### src/rtl/alarm_pkg.sv
// Shared types and limits for the multi-slot alarm bank.
package alarm_pkg;

  localparam int         CNT_W  = 10;
  localparam logic [5:0] MAX_H  = 6'd23;
  localparam logic [5:0] MAX_MS = 6'd59;

  typedef enum logic [2:0] {
    OFF    = 3'd0,
    ARMED  = 3'd1,
    ALERT  = 3'd2,
    SNOOZE = 3'd3,
    DONE   = 3'd4
  } slot_state_t;

  typedef enum logic [1:0] {
    F_HOUR = 2'd0,
    F_MIN  = 2'd1,
    F_SEC  = 2'd2,
    F_EN   = 2'd3
  } field_t;

  // The enable field takes any data word; only bit 0 is stored.
  function automatic logic field_ok(input field_t f, input logic [5:0] d);
    case (f)
      F_HOUR:       return d <= MAX_H;
      F_MIN, F_SEC: return d <= MAX_MS;
      default:      return 1'b1;
    endcase
  endfunction

endpackage

### src/rtl/alarm_bank_if.sv
// Setting-write and readback bus of the alarm bank.
interface alarm_bank_if #(
  parameter int SLOT_W = 2
);
  logic              WR_EN;
  logic [SLOT_W-1:0] WR_SLOT;
  logic [1:0]        WR_FIELD;
  logic [5:0]        WR_DATA;
  logic              WR_ERR;
  logic [SLOT_W-1:0] RD_SLOT;
  logic [5:0]        RD_H;
  logic [5:0]        RD_M;
  logic [5:0]        RD_S;
  logic              RD_EN;

  modport master (
    output WR_EN, WR_SLOT, WR_FIELD, WR_DATA, RD_SLOT,
    input  WR_ERR, RD_H, RD_M, RD_S, RD_EN
  );

  modport slave (
    input  WR_EN, WR_SLOT, WR_FIELD, WR_DATA, RD_SLOT,
    output WR_ERR, RD_H, RD_M, RD_S, RD_EN
  );
endinterface

### src/rtl/alarm_slot.sv
// One alarm slot: stored time and enable, alert FSM, timeout/snooze counter
// and snooze count.
module alarm_slot
  import alarm_pkg::*;
#(
  parameter int SNOOZE_SEC  = 300,
  parameter int TIMEOUT_SEC = 60,
  parameter int MAX_SNOOZE  = 3
) (
  input  logic       clk,
  input  logic       rst,
  input  logic       sec_tick,
  input  logic [5:0] time_h,
  input  logic [5:0] time_m,
  input  logic [5:0] time_s,
  input  logic       wr,
  input  field_t     wr_field,
  input  logic [5:0] wr_data,
  input  logic       ack,
  input  logic       snooze,
  output logic [5:0] hour,
  output logic [5:0] minute,
  output logic [5:0] second,
  output logic       en,
  output logic       alerting
);

  localparam logic [CNT_W-1:0] SNOOZE_LOAD  = CNT_W'(SNOOZE_SEC);
  localparam logic [CNT_W-1:0] TIMEOUT_LOAD = CNT_W'(TIMEOUT_SEC);
  localparam logic [7:0]       SNZ_MAX      = 8'(MAX_SNOOZE);

  slot_state_t      state_reg, state_next;
  logic [CNT_W-1:0] cnt_reg, cnt_next, cnt_dec;
  logic [7:0]       snz_reg, snz_next;
  logic [5:0]       h_reg, m_reg, s_reg;
  logic             en_reg;
  logic             en_after;
  logic             match;

  assign match    = (h_reg == time_h) && (m_reg == time_m) && (s_reg == time_s);
  assign en_after = (wr_field == F_EN) ? wr_data[0] : en_reg;
  assign cnt_dec  = (cnt_reg == '0) ? '0 : cnt_reg - 1'b1;

  always_ff @(posedge clk or posedge rst) begin
    if (rst) begin
      state_reg <= OFF;
      cnt_reg   <= '0;
      snz_reg   <= '0;
      h_reg     <= '0;
      m_reg     <= '0;
      s_reg     <= '0;
      en_reg    <= 1'b0;
    end else begin
      state_reg <= state_next;
      cnt_reg   <= cnt_next;
      snz_reg   <= snz_next;
      if (wr) begin
        case (wr_field)
          F_HOUR:  h_reg  <= wr_data;
          F_MIN:   m_reg  <= wr_data;
          F_SEC:   s_reg  <= wr_data;
          default: en_reg <= wr_data[0];
        endcase
      end
    end
  end

  // A write overrides every user or timer event for this slot in the same cycle.
  always_comb begin
    state_next = state_reg;
    cnt_next   = cnt_reg;
    snz_next   = snz_reg;
    if (wr) begin
      state_next = en_after ? ARMED : OFF;
      cnt_next   = '0;
      snz_next   = '0;
    end else begin
      case (state_reg)
        OFF: state_next = OFF;
        ARMED: begin
          if (sec_tick && match) begin
            state_next = ALERT;
            cnt_next   = TIMEOUT_LOAD;
            snz_next   = '0;
          end
        end
        ALERT: begin
          if (ack) begin
            state_next = DONE;
            cnt_next   = '0;
          end else if (snooze) begin
            if (snz_reg < SNZ_MAX) begin
              state_next = SNOOZE;
              cnt_next   = SNOOZE_LOAD;
              snz_next   = snz_reg + 8'd1;
            end else begin
              state_next = DONE;
              cnt_next   = '0;
            end
          end else if (sec_tick) begin
            cnt_next = cnt_dec;
            if (cnt_dec == '0) state_next = DONE;
          end
        end
        SNOOZE: begin
          if (ack) begin
            state_next = DONE;
            cnt_next   = '0;
          end else if (sec_tick) begin
            if (cnt_dec == '0) begin
              state_next = ALERT;
              cnt_next   = TIMEOUT_LOAD;
            end else begin
              cnt_next = cnt_dec;
            end
          end
        end
        DONE: begin
          // Hold off until the matching second has passed, so it cannot re-fire.
          if (sec_tick && !match) state_next = ARMED;
        end
        default: state_next = OFF;
      endcase
    end
  end

  assign hour     = h_reg;
  assign minute   = m_reg;
  assign second   = s_reg;
  assign en       = en_reg;
  assign alerting = (state_reg == ALERT);

endmodule

### src/rtl/alarm_bank.sv
// Bank of independent alarm slots with validated register-style writes,
// combinational readback and a registered lowest-index alert encoder.
module alarm_bank
  import alarm_pkg::*;
#(
  parameter int NUM_ALARMS  = 4,
  parameter int SLOT_W      = 2,
  parameter int SNOOZE_SEC  = 300,
  parameter int TIMEOUT_SEC = 60,
  parameter int MAX_SNOOZE  = 3
) (
  input  logic                  CLOCK_50,
  input  logic                  RESET,
  input  logic                  SEC_TICK,
  input  logic [5:0]            internalTime_H,
  input  logic [5:0]            internalTime_M,
  input  logic [5:0]            internalTime_S,
  input  logic                  ACK_SIG,
  input  logic                  SNOOZE_SIG,
  alarm_bank_if.slave           bus,
  output logic [NUM_ALARMS-1:0] ALARM_ALERT_VEC,
  output logic                  ALARM_ALERT_SIG,
  output logic [SLOT_W-1:0]     ALERT_SLOT
);

  field_t                wr_field;
  logic                  slot_ok, data_ok, wr_ok;
  logic                  wr_err_reg;
  logic [NUM_ALARMS-1:0] slot_wr;
  logic [NUM_ALARMS-1:0] alert_now;
  logic [NUM_ALARMS-1:0] slot_en;
  logic [5:0]            slot_h [NUM_ALARMS];
  logic [5:0]            slot_m [NUM_ALARMS];
  logic [5:0]            slot_s [NUM_ALARMS];
  logic [NUM_ALARMS-1:0] vec_reg;
  logic                  sig_reg;
  logic [SLOT_W-1:0]     alert_slot_reg, alert_slot_next;

  assign wr_field = field_t'(bus.WR_FIELD);
  assign slot_ok  = int'(bus.WR_SLOT) < NUM_ALARMS;
  assign data_ok  = field_ok(wr_field, bus.WR_DATA);
  assign wr_ok    = bus.WR_EN && slot_ok && data_ok;

  for (genvar gi = 0; gi < NUM_ALARMS; gi++) begin : g_slot
    assign slot_wr[gi] = wr_ok && (bus.WR_SLOT == SLOT_W'(gi));

    alarm_slot #(
      .SNOOZE_SEC  (SNOOZE_SEC),
      .TIMEOUT_SEC (TIMEOUT_SEC),
      .MAX_SNOOZE  (MAX_SNOOZE)
    ) u_slot (
      .clk      (CLOCK_50),
      .rst      (RESET),
      .sec_tick (SEC_TICK),
      .time_h   (internalTime_H),
      .time_m   (internalTime_M),
      .time_s   (internalTime_S),
      .wr       (slot_wr[gi]),
      .wr_field (wr_field),
      .wr_data  (bus.WR_DATA),
      .ack      (ACK_SIG),
      .snooze   (SNOOZE_SIG),
      .hour     (slot_h[gi]),
      .minute   (slot_m[gi]),
      .second   (slot_s[gi]),
      .en       (slot_en[gi]),
      .alerting (alert_now[gi])
    );
  end

  // Out-of-range readback slots read as all zeros.
  always_comb begin
    bus.RD_H  = '0;
    bus.RD_M  = '0;
    bus.RD_S  = '0;
    bus.RD_EN = 1'b0;
    for (int i = 0; i < NUM_ALARMS; i++) begin
      if (bus.RD_SLOT == SLOT_W'(i)) begin
        bus.RD_H  = slot_h[i];
        bus.RD_M  = slot_m[i];
        bus.RD_S  = slot_s[i];
        bus.RD_EN = slot_en[i];
      end
    end
  end

  always_comb begin
    alert_slot_next = '0;
    for (int i = NUM_ALARMS - 1; i >= 0; i--) begin
      if (alert_now[i]) alert_slot_next = SLOT_W'(i);
    end
  end

  always_ff @(posedge CLOCK_50 or posedge RESET) begin
    if (RESET) begin
      wr_err_reg     <= 1'b0;
      vec_reg        <= '0;
      sig_reg        <= 1'b0;
      alert_slot_reg <= '0;
    end else begin
      wr_err_reg     <= bus.WR_EN && !(slot_ok && data_ok);
      vec_reg        <= alert_now;
      sig_reg        <= |alert_now;
      alert_slot_reg <= alert_slot_next;
    end
  end

  assign bus.WR_ERR      = wr_err_reg;
  assign ALARM_ALERT_VEC = vec_reg;
  assign ALARM_ALERT_SIG = sig_reg;
  assign ALERT_SLOT      = alert_slot_reg;

endmodule

### src/flat_wrapper.sv
// flat-port wrapper written by rule: the top's interface ports become plain ports
module alarm_bank_flat import alarm_pkg::*;
#(
  parameter int NUM_ALARMS  = 4,
  parameter int SLOT_W      = 2,
  parameter int SNOOZE_SEC  = 300,
  parameter int TIMEOUT_SEC = 60,
  parameter int MAX_SNOOZE  = 3
)
  (CLOCK_50, RESET, SEC_TICK, internalTime_H, internalTime_M, internalTime_S, ACK_SIG, SNOOZE_SIG, ALARM_ALERT_VEC, ALARM_ALERT_SIG, ALERT_SLOT, bus_WR_EN, bus_WR_SLOT, bus_WR_FIELD, bus_WR_DATA, bus_RD_SLOT, bus_WR_ERR, bus_RD_H, bus_RD_M, bus_RD_S, bus_RD_EN);
  alarm_bank_if #(.SLOT_W(SLOT_W)) bus_i ();
  input  logic CLOCK_50;
  input  logic RESET;
  input  logic SEC_TICK;
  input  logic [5:0] internalTime_H;
  input  logic [5:0] internalTime_M;
  input  logic [5:0] internalTime_S;
  input  logic ACK_SIG;
  input  logic SNOOZE_SIG;
  output logic [NUM_ALARMS-1:0] ALARM_ALERT_VEC;
  output logic ALARM_ALERT_SIG;
  output logic [SLOT_W-1:0] ALERT_SLOT;
  input wire logic [$bits(bus_i.WR_EN)-1:0] bus_WR_EN;
  input wire logic [$bits(bus_i.WR_SLOT)-1:0] bus_WR_SLOT;
  input wire logic [$bits(bus_i.WR_FIELD)-1:0] bus_WR_FIELD;
  input wire logic [$bits(bus_i.WR_DATA)-1:0] bus_WR_DATA;
  input wire logic [$bits(bus_i.RD_SLOT)-1:0] bus_RD_SLOT;
  output wire logic [$bits(bus_i.WR_ERR)-1:0] bus_WR_ERR;
  output wire logic [$bits(bus_i.RD_H)-1:0] bus_RD_H;
  output wire logic [$bits(bus_i.RD_M)-1:0] bus_RD_M;
  output wire logic [$bits(bus_i.RD_S)-1:0] bus_RD_S;
  output wire logic [$bits(bus_i.RD_EN)-1:0] bus_RD_EN;
  assign bus_i.WR_EN = bus_WR_EN;
  assign bus_i.WR_SLOT = bus_WR_SLOT;
  assign bus_i.WR_FIELD = bus_WR_FIELD;
  assign bus_i.WR_DATA = bus_WR_DATA;
  assign bus_i.RD_SLOT = bus_RD_SLOT;
  assign bus_WR_ERR = bus_i.WR_ERR;
  assign bus_RD_H = bus_i.RD_H;
  assign bus_RD_M = bus_i.RD_M;
  assign bus_RD_S = bus_i.RD_S;
  assign bus_RD_EN = bus_i.RD_EN;
  alarm_bank #(.NUM_ALARMS(NUM_ALARMS), .SLOT_W(SLOT_W), .SNOOZE_SEC(SNOOZE_SEC), .TIMEOUT_SEC(TIMEOUT_SEC), .MAX_SNOOZE(MAX_SNOOZE)) u_core (.CLOCK_50(CLOCK_50), .RESET(RESET), .SEC_TICK(SEC_TICK), .internalTime_H(internalTime_H), .internalTime_M(internalTime_M), .internalTime_S(internalTime_S), .ACK_SIG(ACK_SIG), .SNOOZE_SIG(SNOOZE_SIG), .bus(bus_i), .ALARM_ALERT_VEC(ALARM_ALERT_VEC), .ALARM_ALERT_SIG(ALARM_ALERT_SIG), .ALERT_SLOT(ALERT_SLOT));
endmodule
### config.mk
export PLATFORM = sky130hd
export DESIGN_NAME = alarm_bank_flat
export DESIGN_NICKNAME = d
export VERILOG_FILES = /design/src/rtl/alarm_pkg.sv /design/src/rtl/alarm_bank_if.sv /design/src/rtl/alarm_slot.sv /design/src/rtl/alarm_bank.sv /design/src/flat_wrapper.sv
export SDC_FILE = /design/constraint.sdc
export NUM_CORES = 1
export LEC_CHECK = 0
export BUFFER_PORTS_ARGS = -buffer_cell sky130_fd_sc_hd__buf_2
export CAP_MARGIN = 5
export CELL_PAD_IN_SITES_DETAIL_PLACEMENT = 0
export CELL_PAD_IN_SITES_GLOBAL_PLACEMENT = 2
export CORE_AREA = 2 2 162 164
export CTS_CLUSTER_DIAMETER = 30
export DETAILED_ROUTE_END_ITERATION = 8
export DIE_AREA = 0 0 164 166
export PLACE_DENSITY_LB_ADDON = 0.05
export SLEW_MARGIN = 0
export SYNTH_ARGS = -nofsm -noshare
export SYNTH_HDL_FRONTEND = slang
export SYNTH_SLANG_ARGS = --single-unit
### constraint.sdc
create_clock -name CLOCK_50 -period 5.48 [get_ports CLOCK_50]
set_clock_uncertainty 0.2 [all_clocks]
set_input_delay 0.274 -clock CLOCK_50 [delete_from_list [all_inputs] [get_ports CLOCK_50]]
set_output_delay 0.274 -clock CLOCK_50 [all_outputs]
set_load 0.01 [all_outputs]
# Word-level counts from Yosys, hierarchy flattened
# Index checks and enable logic that the tools add are counted.
[totals] register_bits=168
[classes] n_addsub=8 magnitude_cmp=6 n_eq_ne=73 muxes=145 bitwise_logic=1 n_reduce_logical=77
[ops] op="$mux 10" n=36
[ops] op="$mux 8" n=20
[ops] op="$mux 3" n=44
[ops] op="$pmux 10 s3" n=4
[ops] op="$logic_not 10->1" n=8
[ops] op="$eq 6x6->1" n=12
[ops] op="$mux 6" n=12
[ops] op="$pmux 8 s2" n=4
[ops] op="$ne 3x3->1 const B" n=16
[ops] op="$pmux 3 s4" n=4
[ops] op="$sub 10x1->10 const B" n=4
[ops] op="$mux 9" n=4
[ops] op="$add 8x1->8 const B" n=4
[ops] op="$lt 8x2->1 const B" n=4
[ops] op="$ne 4x4->1 const B" n=8
[ops] op="$reduce_and 2->1" n=16
[ops] op="$eq 3x2->1 const B" n=8
[ops] op="$reduce_and 6->1" n=4
[ops] op="$logic_and 1x1->1" n=22
[ops] op="$ne 5x4->1 const B" n=4
[ops] op="$ne 5x5->1 const B" n=4
[ops] op="$reduce_and 5->1" n=4
[ops] op="$reduce_and 4->1" n=4
[ops] op="$reduce_bool 4->1" n=4
[ops] op="other kinds (17)" n=56

# Longest topological paths before layout
# Gate-level depths: netlist of run 1.
[logic_depth] ltp_word=9 depth_mapped=10 ltp_nobuf=9

# Modules after synthesis
# A second synthesis of run 1 with hierarchy kept.
[unflattened] cells_unflattened=1002 area_unflattened_um2=10380.0
[modules_own_cells] mod="alarm_slot (u_core.g_slot[0].u_slot ...)" instances=2 cells_per_inst=243 area_per_inst_um2=2406.1 seq_area_each_um2=1001.0
[modules_own_cells] mod="alarm_slot (u_core.g_slot[2].u_slot ...)" instances=2 cells_per_inst=229 area_per_inst_um2=2361.0 seq_area_each_um2=1001.0
[modules_own_cells] mod="alarm_bank" instances=1 cells_per_inst=58 area_per_inst_um2=845.8 seq_area_each_um2=200.2

# Worst setup path before layout of run 1
# Ideal clock, no wire load.
[synth_timing] kind="register to register" start="reg u_core.g_slot[2].u_slot.cnt_reg[0]" end="reg u_core.g_slot[2].u_slot.state_reg[0]" arrival_ns=2.761 t_required_ns=5.154 setup_slack_ns=2.392 path_stages_with_launch=10 n_path_buf=0 path_cell_list="dfrtp_1 > inv_1 > ha_1 > or4b_4 > or4b_1 > nand3_1 > a31oi_1 > o211a_1 > or3b_1 > a311o_1"
[synth_between] elab_chain_cells=5 word_cells_on_any_way=7 cone_classes="1 x add/sub; 2 x eq/ne; 1 x mux; 3 x reduce/logical"
[synth_rtl] item="start: declaration" line="alarm_slot.sv:33" rtl="logic [CNT_W-1:0] cnt_reg, cnt_next, cnt_dec;"
[synth_rtl] item="start signal: assignment" line="alarm_slot.sv:55" rtl="cnt_reg <= cnt_next;"
[synth_rtl] item="$sub 10x1->10 / $logic_not 10->1 (equally long branches)" line="alarm_slot.sv:42" rtl="assign cnt_dec = (cnt_reg == '0) ? '0 : cnt_reg - 1'b1;"
[synth_rtl] item="$mux 10 (*)" line="alarm_slot.sv:42"
[synth_rtl] item="$logic_not 10->1 (*)" line="alarm_slot.sv:102, alarm_slot.sv:110"
[synth_rtl] item="$ne 5x4->1 (no line) / $ne 4x4->1 (equally long branches)"
[synth_rtl] item="$reduce_and 6->1 (no line) (*)"
[synth_rtl] item="end signal: assignment" line="alarm_slot.sv:54" rtl="state_reg <= state_next;"
[synth_rtl] item="end: declaration" line="alarm_slot.sv:32" rtl="slot_state_t state_reg, state_next;"
# Every way passes the cells marked *; elsewhere a longest branch is shown, timed or not.
# A chain may end at the register's enable or synchronous reset.

# Worst setup path after layout of run 1
# Same ends and word-level chain as after synthesis.

==> qor.yml, run 1 <==
outcome: "completed"
start_util_pct: 39.4
dieArea_mm2: 0.0272
synth_sequential_area_ratio_pct: 41.7
reg2reg_to: "u_core.g_slot[2].u_slot.state_reg[0]"
synthArstFlopShare_pct: 100
cap_violations: 0
reg2reg_depth: 9
regToRegStartpoint: "u_core.g_slot[2].u_slot.cnt_reg[0]"
criticalPathCategory: "reg2reg"
dieWidth_um: 164
yosysUniqueCellTypes: 74
clkSlewWorstSetupHoldPaths_ns: 0.08
grt_max_degree: 100
min_to: "u_core.g_slot[2].u_slot.minute[1]"
io-pin-count: 63
hp-start: "bus_WR_DATA[1]"
synth_top_flop_cell: "dfrtp_1"
end_kind: "flop"
cts_tree: "yes"
min_period_ns: 3.32
grt_pass1_wl_um: 45300
finalSetupTns_ns: 0
fillers: 2435
num_vias: 7791
rsz0062_at_grt: "false"
die_h_um: 166
post-route-period-util_pct: 60.6
cts_buffers: 17
multiInputGateArea_mm2: 0.00552
cp.arrival_ns: 3.44
dp_hpwl_um: 20400
powerDensity_mw_per_mm2: 396
drv_slew: 0
reg2reg_slack_ns: 2.16
seq_area_mm2: 0.00420
htreeDepth: 4
setup_viol: 0
synthToLayoutAreaGrowth_pct: 11.3
hp-class: "in2reg"
routedWlPerCell_um: 20.9
cts_buffer_depth: 2
avgSynthCellArea_um2: 10.1
largest_reg_flops: 40
syn-instance-count: 1004
hold_viol_final: 0
portBuffers: 62
drc: 0
fin_nets: 1071
critical-path-max-stage-delay_ns: 0.51
power_mw: 4.45
cts-root-buf: "clkbuf_16"
overflow: 0
yosys_register_bits: 168
whs_path_depth: 2
ant_nets: 0
insertion_delay_ns: 0.44
post-route-util_pct: 43.9
syn-cell-area_mm2: 0.0101
relSlewSlack_pct: 23.8
num_antenna_cells: 0
path_max_fanout: 7
synth_nets: 1052
grt_antenna_before_repair: 0
preCtsSetupSlack_ns: 1.98
peakVddDrop_mv: 0.177
slowest_stage: "or4b_4"
required_ns: 5.60
grt_pass1_vias: 7786
gp_congestion: 0.763
synth.yosys.warnings: 0
num_rows: 59
crit_path_start_kind: "flop"
dr.pass1.iters: 6
drive_gt1_share_pct: 22.1
cts_sinks: 168
via_per_inst: 5.68
core_area_mm2: 0.0256
drt-initial-drc-count: 494
cp_cell_sequence: "inv_1, ha_1, or4b_4, or4b_1, nand3_1, a31oi_1, o21ai_0, or3b_1, a311o_1"
worst_slack_ns: 2.16
wl_um: 28600
cts_setup_buffers: 0
p_leak_nw: 4.83
track_usage_pct: 21.5
tightest_slew_ns: 1.14
synth-edff-count: 0
fmax_ghz: 0.301
[metal layers]
| metal | global-route usage [%] | share of wire [%] | up-vias |
|---|---|---|---|
| li1 | - | - | 3716 |
| met1 | 31.6 | 49 | 3900 |
| met2 | 33.1 | 46 | 152 |
| met3 | 3.45 | 3.6 | 23 |
| met4 | 5.23 | 1.2 | 0 |
| met5 | 0 | 0 | - |
[cell families after synthesis]
logic type	after synthesis	share of synthesized area (%)
simple gates	349	18.6
compound gates	185	12.9
flops	168	41.7
mux	116	15.0
buf+inv	98	3.73
xor+xnor	76	6.60
fa+ha+maj	12	1.49
[worst max path at each step]
stage / from / end / slack, ns
floorplan: RESET / u_core.ALARM_ALERT_SIG / 0.46
finish: u_core.g_slot[2].u_slot.cnt_reg[0] / u_core.g_slot[2].u_slot.state_reg[0] / 2.16
detailed placement: bus_WR_FIELD[0] / u_core.g_slot[3].u_slot.cnt_reg[7] / 1.98
global placement: bus_WR_FIELD[0] / u_core.g_slot[0].u_slot.second[1] / 1.99
global route: u_core.g_slot[2].u_slot.cnt_reg[0] / u_core.g_slot[2].u_slot.state_reg[0] / 1.96
CTS: u_core.g_slot[2].u_slot.cnt_reg[0] / u_core.g_slot[2].u_slot.state_reg[0] / 2.15
[area by class of cell]
class,count,area share (%)
multi-input cells,738,49.1
flip-flops and latches,168,37.4
clock buffers,17,3.79
well taps,335,3.73
repair buffers,67,3.25
clock inverters,15,1.59
inverters,31,1.08
[worst max-delay path: cells and delay by family (launching register included)]
| kind | cells | cell delay, ns |
|---|---|---|
| adder cells (fa/ha/maj) | 1 | 0.29 |
| AO/OA/AOI/OAI | 3 | 0.73 |
| buffers and inverters | 1 | 0.09 |
| AND/OR/NAND/NOR | 4 | 1.45 |
| flip-flops | 1 | 0.43 |
[cells in the mapped netlist (4+ instances only)]
cell | number | area share [%]
o21a_1 | 6 | 0.45
o21ai_0 | 37 | 1.8
o31ai_1 | 19 | 1.4
clkbuf_1 | 64 | 2.4
a32o_1 | 4 | 0.40
inv_1 | 31 | 1.2
nand2_1 | 58 | 2.2
xor2_1 | 25 | 2.2
a21o_1 | 5 | 0.37
dfrtp_1 | 168 | 42
a211o_1 | 4 | 0.35
nor4_1 | 22 | 1.4
mux2i_1 | 4 | 0.40
ha_1 | 12 | 1.5
a31oi_1 | 8 | 0.50
o211ai_1 | 13 | 0.97
nand4_1 | 17 | 1.1
mux4_2 | 19 | 4.2
mux2_2 | 93 | 10
a21oi_1 | 29 | 1.4
a22o_1 | 4 | 0.35
nand3_1 | 24 | 1.2
and2_1 | 31 | 1.9
nor3b_1 | 6 | 0.45
nor2b_1 | 15 | 0.93
or4_1 | 4 | 0.30
or2_2 | 6 | 0.37
nand4b_1 | 4 | 0.35
nor3_1 | 39 | 1.9
nor2_1 | 64 | 2.4
xnor2_1 | 51 | 4.4
and3_1 | 16 | 0.99
or3_1 | 8 | 0.50
a211oi_1 | 5 | 0.37
nand2b_1 | 19 | 1.2
o41ai_1 | 5 | 0.43
[repair_timing]
| action | in CTS | in global routing |
|---|---|---|
| hold endpoints to repair | 99 | 0 |
| hold buffers | 2 | 0 |
| gates resized for setup | 0 | 0 |
[placed cells by master, fill, tap and decap left out, types with 18 or more instances in the layout]
cell type,count
buf_2,62
mux4_2,19
nor3_1,38
xor2_1,25
nor2_1,64
nand2_1,58
nand3_1,24
nand2b_1,19
xnor2_1,51
a21oi_1,29
mux2_2,93
and2_1,31
dfrtp_1,168
nor4_1,22
o31ai_1,18
o21ai_0,37
inv_1,30
[report_power, final]
part	leakage [nW]	switching, mW	internal (mW)
Clock	0.293	0.608	0.617
Sequential	2.20	0.307	1.49
Combinational	2.33	0.771	0.650
Total	4.83	1.69	2.76
[metrics by stage]
stage	instances	hold slack (ns)	instance area (um^2)
after global placement	1337	0.269	10600
final	1371	0.0693	11200
after CTS	1371	0.0363	11200
after detailed placement	1337	0.273	10600
after floorplan	1004	0.226	10100
after global routing	1371	0.0650	11200
No activity file was read; power rests on OpenSTA's default activity.
==> run 2: changes to the inputs <==
clock period = 3.4 ns   (was 5.48 ns; I/O delays follow)
==> run 2 against run 1 <==
- combinational power up 65%
- sequential power up 61%
- core utilization up 0.81 points
- final area up 1.8%
- non-clock buffer count up 28
- fmax up 4.8%
- setup slack worse by 1.9 ns
- via count up 1.8%
- largest cell class unchanged
==> qor.yml, run 2 (synthesized netlist as in run 1, its figures left out) <==
outcome: "completed"
hp-start: "bus_WR_DATA[4]"
drv_slew: 0  # unchanged
dr.pass1.iters: 5  # -1
end_kind: "flop"
drt-initial-drc-count: 544  # +10%
p_leak_nw: 4.94  # +2.5%
synthToLayoutAreaGrowth_pct: 13.4
slowest_stage: "or4b_4"
die_h_um: 166  # unchanged
htreeDepth: 4  # unchanged
cts_buffer_depth: 2  # unchanged
reg2reg_depth: 9  # unchanged
gp_congestion: 0.828  # +8.5%
met3_usage_pct: 2.72  # -0.72 points
num_rows: 59  # unchanged
post-route-period-util_pct: 93.3  # +33 points
cp_cell_sequence: "inv_1, ha_1, or4b_4, or4b_1, nand3_1, a31oi_1, o21ai_0, or3b_1, a311o_1"
dieArea_mm2: 0.0272  # unchanged
cts_buffers: 17  # unchanged
largest_reg_flops: 40  # unchanged
ctsHoldBuffers: 4  # +2
hp-class: "in2reg"
setup_viol: 0  # unchanged
clkSlewWorstSetupHoldPaths_ns: 0.09  # about the same
required_ns: 3.52  # -2.08 ns
timing.hold.ws_ns: 0.0125  # -0.0568 ns
comb_power_share_pct: 32.6  # +0.6 points
p_seq_share_pct: 40.2  # -0.3 points
finalSetupTns_ns: 0  # unchanged
cts_tree: "yes"
min_to: "u_core.g_slot[0].u_slot.minute[4]"
cts_sinks: 168  # unchanged
min_period_ns: 3.17  # -0.151 ns
insertion_delay_ns: 0.45  # about the same
power_mw: 7.19  # +62%
criticalPathCategory: "reg2reg"
switching_power_mw: 2.69  # +59%
via_per_inst: 5.66  # -0.35%
drive_gt1_share_pct: 24.0  # +1.9 points
cap_violations: 0  # unchanged
reg2reg_to: "u_core.g_slot[2].u_slot.state_reg[0]"
grt_max_degree: 61  # -39%
dp_hpwl_um: 20600  # +0.68%
layout_common_cells: "dfrtp_1, mux2_2, nor2_1"
grt_pass1_vias: 7882  # +1.2%
switching_share_pct: 37.4  # -0.54 points
grtUsageMet1_pct: 31.8  # +0.18 points
cp.arrival_ns: 3.29  # -0.15 ns
design_area_mm2: 0.0114  # +1.8%
rsz0062_at_grt: "false"
p_int_mw: 4.50  # +63%
grtUsageMet2_pct: 34.0  # +0.90 points
wl_um: 28500  # -0.44%
powerDensity_mw_per_mm2: 628  # +59%
busiest_layer: "met2"
core_area_mm2: 0.0256  # unchanged
cts_setup_buffers: 0  # unchanged
regToRegStartpoint: "u_core.g_slot[2].u_slot.cnt_reg[0]"
critical-path-max-stage-delay_ns: 0.47  # -0.04 ns
clkPwrFrac_pct: 27.2  # -0.3 points
track_usage_pct: 21.8  # +0.28 points
cts-root-buf: "clkbuf_16"
io-pin-count: 63  # unchanged
overflow: 0  # unchanged
fillers: 2479  # +1.8%
relSlewSlack_pct: 49.9  # +26 points
placed_area_mm2: 0.0108  # +1.9%
grt_pass1_wl_um: 45800  # +1.1%
tightest_slew_ns: 0.745  # -0.392 ns
fin_nets: 1099  # +2.6%
routedWlPerCell_um: 20.3  # -2.5%
post_cts_resized: 0  # unchanged
final_common_cell: "dfrtp_1"
ant_nets: 0  # unchanged
fmax_ghz: 0.315  # +4.8%
reg2reg_slack_ns: 0.23  # -1.93 ns
crit_path_start_kind: "flop"
whs_path_depth: 2  # unchanged
dieWidth_um: 164  # unchanged
num_vias: 7928  # +1.8%
hold_viol_final: 0  # unchanged
path_max_fanout: 6  # -1
drc: 0  # unchanged
start_util_pct: 39.4  # unchanged
grt_antenna_before_repair: 0  # unchanged
peakVddDrop_mv: 0.266  # +51%
portBuffers: 62  # unchanged
[run 2: per-stage QoR]
step	cells	util, %	setup slack, ns
after floorplan	1004	-	0.312
after global placement	1363	42.2	0.312
after detailed placement	1363	42.2	0.258
after CTS	1399	44.7	0.235
after global routing	1399	44.7	0.0593
final	1400	44.7	0.229
[run 2: how the worst max path moves through the flow]
| stage | cells after the start | start | slack [ns] | to |
|---|---|---|---|---|
| floorplan | 9 | u_core.g_slot[2].u_slot.cnt_reg[0] | 0.31 | u_core.g_slot[2].u_slot.state_reg[0] |
| global placement | 9 | u_core.g_slot[2].u_slot.cnt_reg[0] | 0.31 | u_core.g_slot[2].u_slot.state_reg[0] |
| detailed placement | 9 | u_core.g_slot[2].u_slot.cnt_reg[0] | 0.26 | u_core.g_slot[2].u_slot.state_reg[0] |
| CTS | 9 | u_core.g_slot[2].u_slot.cnt_reg[0] | 0.24 | u_core.g_slot[2].u_slot.state_reg[0] |
| global route | 9 | u_core.g_slot[2].u_slot.cnt_reg[0] | 0.06 | u_core.g_slot[2].u_slot.state_reg[0] |
| finish | 9 | u_core.g_slot[2].u_slot.cnt_reg[0] | 0.23 | u_core.g_slot[2].u_slot.state_reg[0] |
[run 2: power by group through the flow]
stage	sequential, mW	clock, mW	combinational (mW)
after floorplan	2.75	0	1.79
after global placement	2.92	0	2.37
after detailed placement	2.91	0	2.35
after CTS	2.88	2.02	2.36
after global routing	2.96	2.10	2.61
final	2.89	1.95	2.34
[run 2: critical path: cells and delay by family, from the launching register on]
kind	cells	cell delay (ns)
AND/OR/NAND/NOR	4	1.40
flip-flops	1	0.43
adder cells (fa/ha/maj)	1	0.16
buffers and inverters	1	0.09
AO/OA/AOI/OAI	3	0.75
[run 2: final cells by class]
class / instances / area [um^2] / area share [%]
diodes: 1 / 2.50 / 0.0219
clock buffers: 17 / 425 / 3.72
clock inverters: 15 / 158 / 1.38
inverters: 31 / 120 / 1.05
multi-input cells: 738 / 5520 / 48.3
flip-flops and latches: 168 / 4200 / 36.7
well taps: 335 / 419 / 3.66
repair buffers: 95 / 593 / 5.18
[run 2: routing by layer]
metal  routed length (um)  up-vias  share of wire [%]
li1                     -     3778                  -
met1                14000     3981                 49
met2                13200      141                 47
met3                  794       28                2.8
met4                  442        0                1.6
met5                    0        -                  0
==> run 3: changes to the inputs <==
ABC_AREA = 1   (was unset)
CORE_AREA = 2 2 180 182   (was 2 2 162 164)
DIE_AREA = 0 0 182 184   (was 0 0 164 166)
==> run 3 against run 2 <==
- combinational power up 65%
- power up 22%
- critical endpoint is now u_core.g_slot[1].u_slot.second[5]
- core utilization fell by 5.6 points
- die area increased by 23%
==> qor.yml, run 3 <==
core_area_mm2: 0.0314  # +23%
start_util_pct: 34.6  # -4.8 points
post_cts_resized: 0  # unchanged
regToRegStartpoint: "u_core.g_slot[0].u_slot.cnt_reg[0]"
synth_top_area_share_pct: 38.7  # -2.9 points
yosys_register_bits: 168  # unchanged
design_area_mm2: 0.0123  # +7.2%
fin_nets: 1706  # +55%
crit_path_start_kind: "input pin"
criticalPathCategory: "in2reg"
yosysUniqueCellTypes: 46  # -38%
synth.yosys.warnings: 0  # unchanged
routedWlPerCell_um: 15.6  # -23%
finalNonFillerCells: 2072  # +48%
required_ns: 3.49  # -0.03 ns
placed_area_mm2: 0.0116  # +7.2%
min_period_ns: 2.58  # -0.592 ns
cts_sinks: 168  # unchanged
hold_viol_final: 0  # unchanged
synthTopCellsByCount: "nand2_1, inv_1, dfrtp_1"
grt_antenna_before_repair: 1  # +1
p_leak_nw: 6.33  # +28%
layout_common_cells: "nand2_1, inv_1, dfrtp_1"
worstSetupEndpoint: "u_core.g_slot[1].u_slot.second[5]"
dp_cells: 2032  # +49%
overflow: 0  # unchanged
dr.pass1.iters: 5  # unchanged
synth.most_common_cell: "nand2_1"
reg2reg_slack_ns: 0.98  # +0.75 ns
insertion_delay_ns: 0.45  # about the same
tightest_slew_ns: 0.884  # +0.139 ns
track_usage_pct: 20.3  # -1.5 points
grt_pass1_wl_um: 53000  # +16%
synth_top_flop_cell: "dfrtp_1"
cap_violations: 0  # unchanged
die_h_um: 184  # +11%
num_vias: 9921  # +25%
dieArea_mm2: 0.0335  # +23%
wl_um: 32300  # +13%
finalSetupTns_ns: 0  # unchanged
synthArstFlopShare_pct: 100  # unchanged
grt_pass1_vias: 9798  # +24%
peakVddDrop_mv: 0.346  # +30%
multiInputGateArea_mm2: 0.00559  # +1.2%
drv_slew: 0  # unchanged
drive_gt1_share_pct: 13.9  # -10 points
cts_setup_buffers: 0  # unchanged
ant_nets: 0  # unchanged
ctsHoldBuffers: 9  # +5
avgSynthCellArea_um2: 6.82  # -32%
end_kind: "flop"
portBuffers: 62  # unchanged
clkSlewWorstSetupHoldPaths_ns: 0.07  # -0.02 ns
cts_buffers: 17  # unchanged
reg2reg_to: "u_core.g_slot[0].u_slot.cnt_reg[6]"
fmax_ghz: 0.388  # +23%
path_max_fanout: 15  # +9
synthTopCellsByArea: "dfrtp_1, nand2_1, inv_1"
grt_max_degree: 86  # +41%
drc: 0  # unchanged
via_per_inst: 4.79  # -15%
syn-cell-area_mm2: 0.0109  # +7.5%
num_rows: 65  # +10%
htreeDepth: 4  # unchanged
fillers: 3402  # +37%
final_common_cell: "nand2_1"
powerDensity_mw_per_mm2: 715  # +14%
rsz0062_at_grt: "false"
cts-root-buf: "clkbuf_16"
seq_area_mm2: 0.00420  # unchanged
post-route-period-util_pct: 75.8  # -17 points
relSlewSlack_pct: 41.0  # -8.9 points
timing.hold.ws_ns: 0.0180  # +0.00554 ns
cts_buffer_depth: 2  # unchanged
largest_reg_flops: 40  # unchanged
outcome: "completed"
synthToLayoutAreaGrowth_pct: 13.1
hp-class: "in2async"
reg2reg_depth: 13  # +4
cts_tree: "yes"
setup_viol: 0  # unchanged
syn-instance-count: 1591  # +58%
io-pin-count: 63  # unchanged
dp_hpwl_um: 24100  # +17%
synth_area_leader_cell: "dfrtp_1"
startpoint: "bus_WR_DATA[4]"
cp.arrival_ns: 2.67  # -0.62 ns
drt-initial-drc-count: 607  # +12%
synth-edff-count: 0  # unchanged
synth_nets: 1639  # +56%
synth_sequential_area_ratio_pct: 38.7  # -2.9 points
gp_congestion: 0.787  # -4.9%
dieWidth_um: 182  # +11%
num_antenna_cells: 0  # -1
-- run 3: cell types whose count changed after synthesis, moves of 52 or more --
| cell | previous run | this run |
|---|---|---|
| inv_2 | 0 | 52 |
| inv_1 | 31 | 184 |
| o21ai_0 | 37 | 97 |
| nor2_1 | 64 | 158 |
| mux2_2 | 93 | 10 |
| nand2_1 | 58 | 525 |
| nand3_1 | 24 | 119 |
-- run 3: cells by family (layout without fill, tap and decap cells) --
kind of cell	count (synthesis)	after routing	share of synthesized area, %
compound gates	196	196	9.93
mux	10	10	1.04
flops	168	168	38.7
fa+ha+maj	12	12	1.38
xor+xnor	26	26	2.10
buf+inv	270	349	9.74
simple gates	909	909	37.1
-- run 3: layout make-up --
type | count | share of cell area (%)
clock buffers | 23 | 3.98
repair buffers | 80 | 4.02
inverters | 238 | 7.33
flip-flops and latches | 168 | 34.3
well taps | 402 | 4.10
multi-input cells | 1153 | 45.6
clock inverters | 8 | 0.775
-- run 3: report_power, final --
part / total (mW) / internal (mW) / switching [mW]
Clock: 2.00 / 1.15 / 0.845
Sequential: 2.92 / 2.50 / 0.418
Combinational: 3.86 / 1.26 / 2.60
Total: 8.77 / 4.91 / 3.86
-- run 3: worst min path at each step --
stage | from | to | slack (ns)
after floorplan | bus_WR_DATA[1] | u_core.g_slot[0].u_slot.second[1] | 0.09
after global placement | RESET | u_core.g_slot[1].u_slot.snz_reg[6] | -0.06
after detailed placement | RESET | u_core.g_slot[1].u_slot.snz_reg[6] | -0.07
after CTS | RESET | u_core.g_slot[1].u_slot.snz_reg[6] | 0.002
after global routing | RESET | u_core.g_slot[1].u_slot.snz_reg[6] | 0.02
final | RESET | u_core.g_slot[1].u_slot.snz_reg[6] | 0.02
-- run 3: critical path, stage by stage --
cell	delay (ns)
dlygate4sd3_1	0.53
buf_2	0.25
a21oi_1	0.19
nand2_1	0.10
nand3_4	0.14
nand4_2	0.37
nor2_1	0.71
o21ai_0	0.18
-- run 3: through the flow --
stage               worst slack (ns)  power (mW)  utilization [%]
floorplan                      0.889        5.81                -
global placement               0.826        6.86             37.0
detailed placement             0.781        6.83             37.0
CTS                            0.816        8.88             39.1
global route                   0.541        9.58             39.1
finish                         0.821        8.77             39.1
-- run 3: routing by layer --
metal / global-route usage [%] / vias to the layer above / share of wire (%)
met5: 0 / - / 0.022
met4: 5.32 / 2 / 1.3
met3: 2.77 / 27 / 2.8
met2: 33.9 / 140 / 47
met1: 27.8 / 4608 / 49
li1: - / 5144 / -
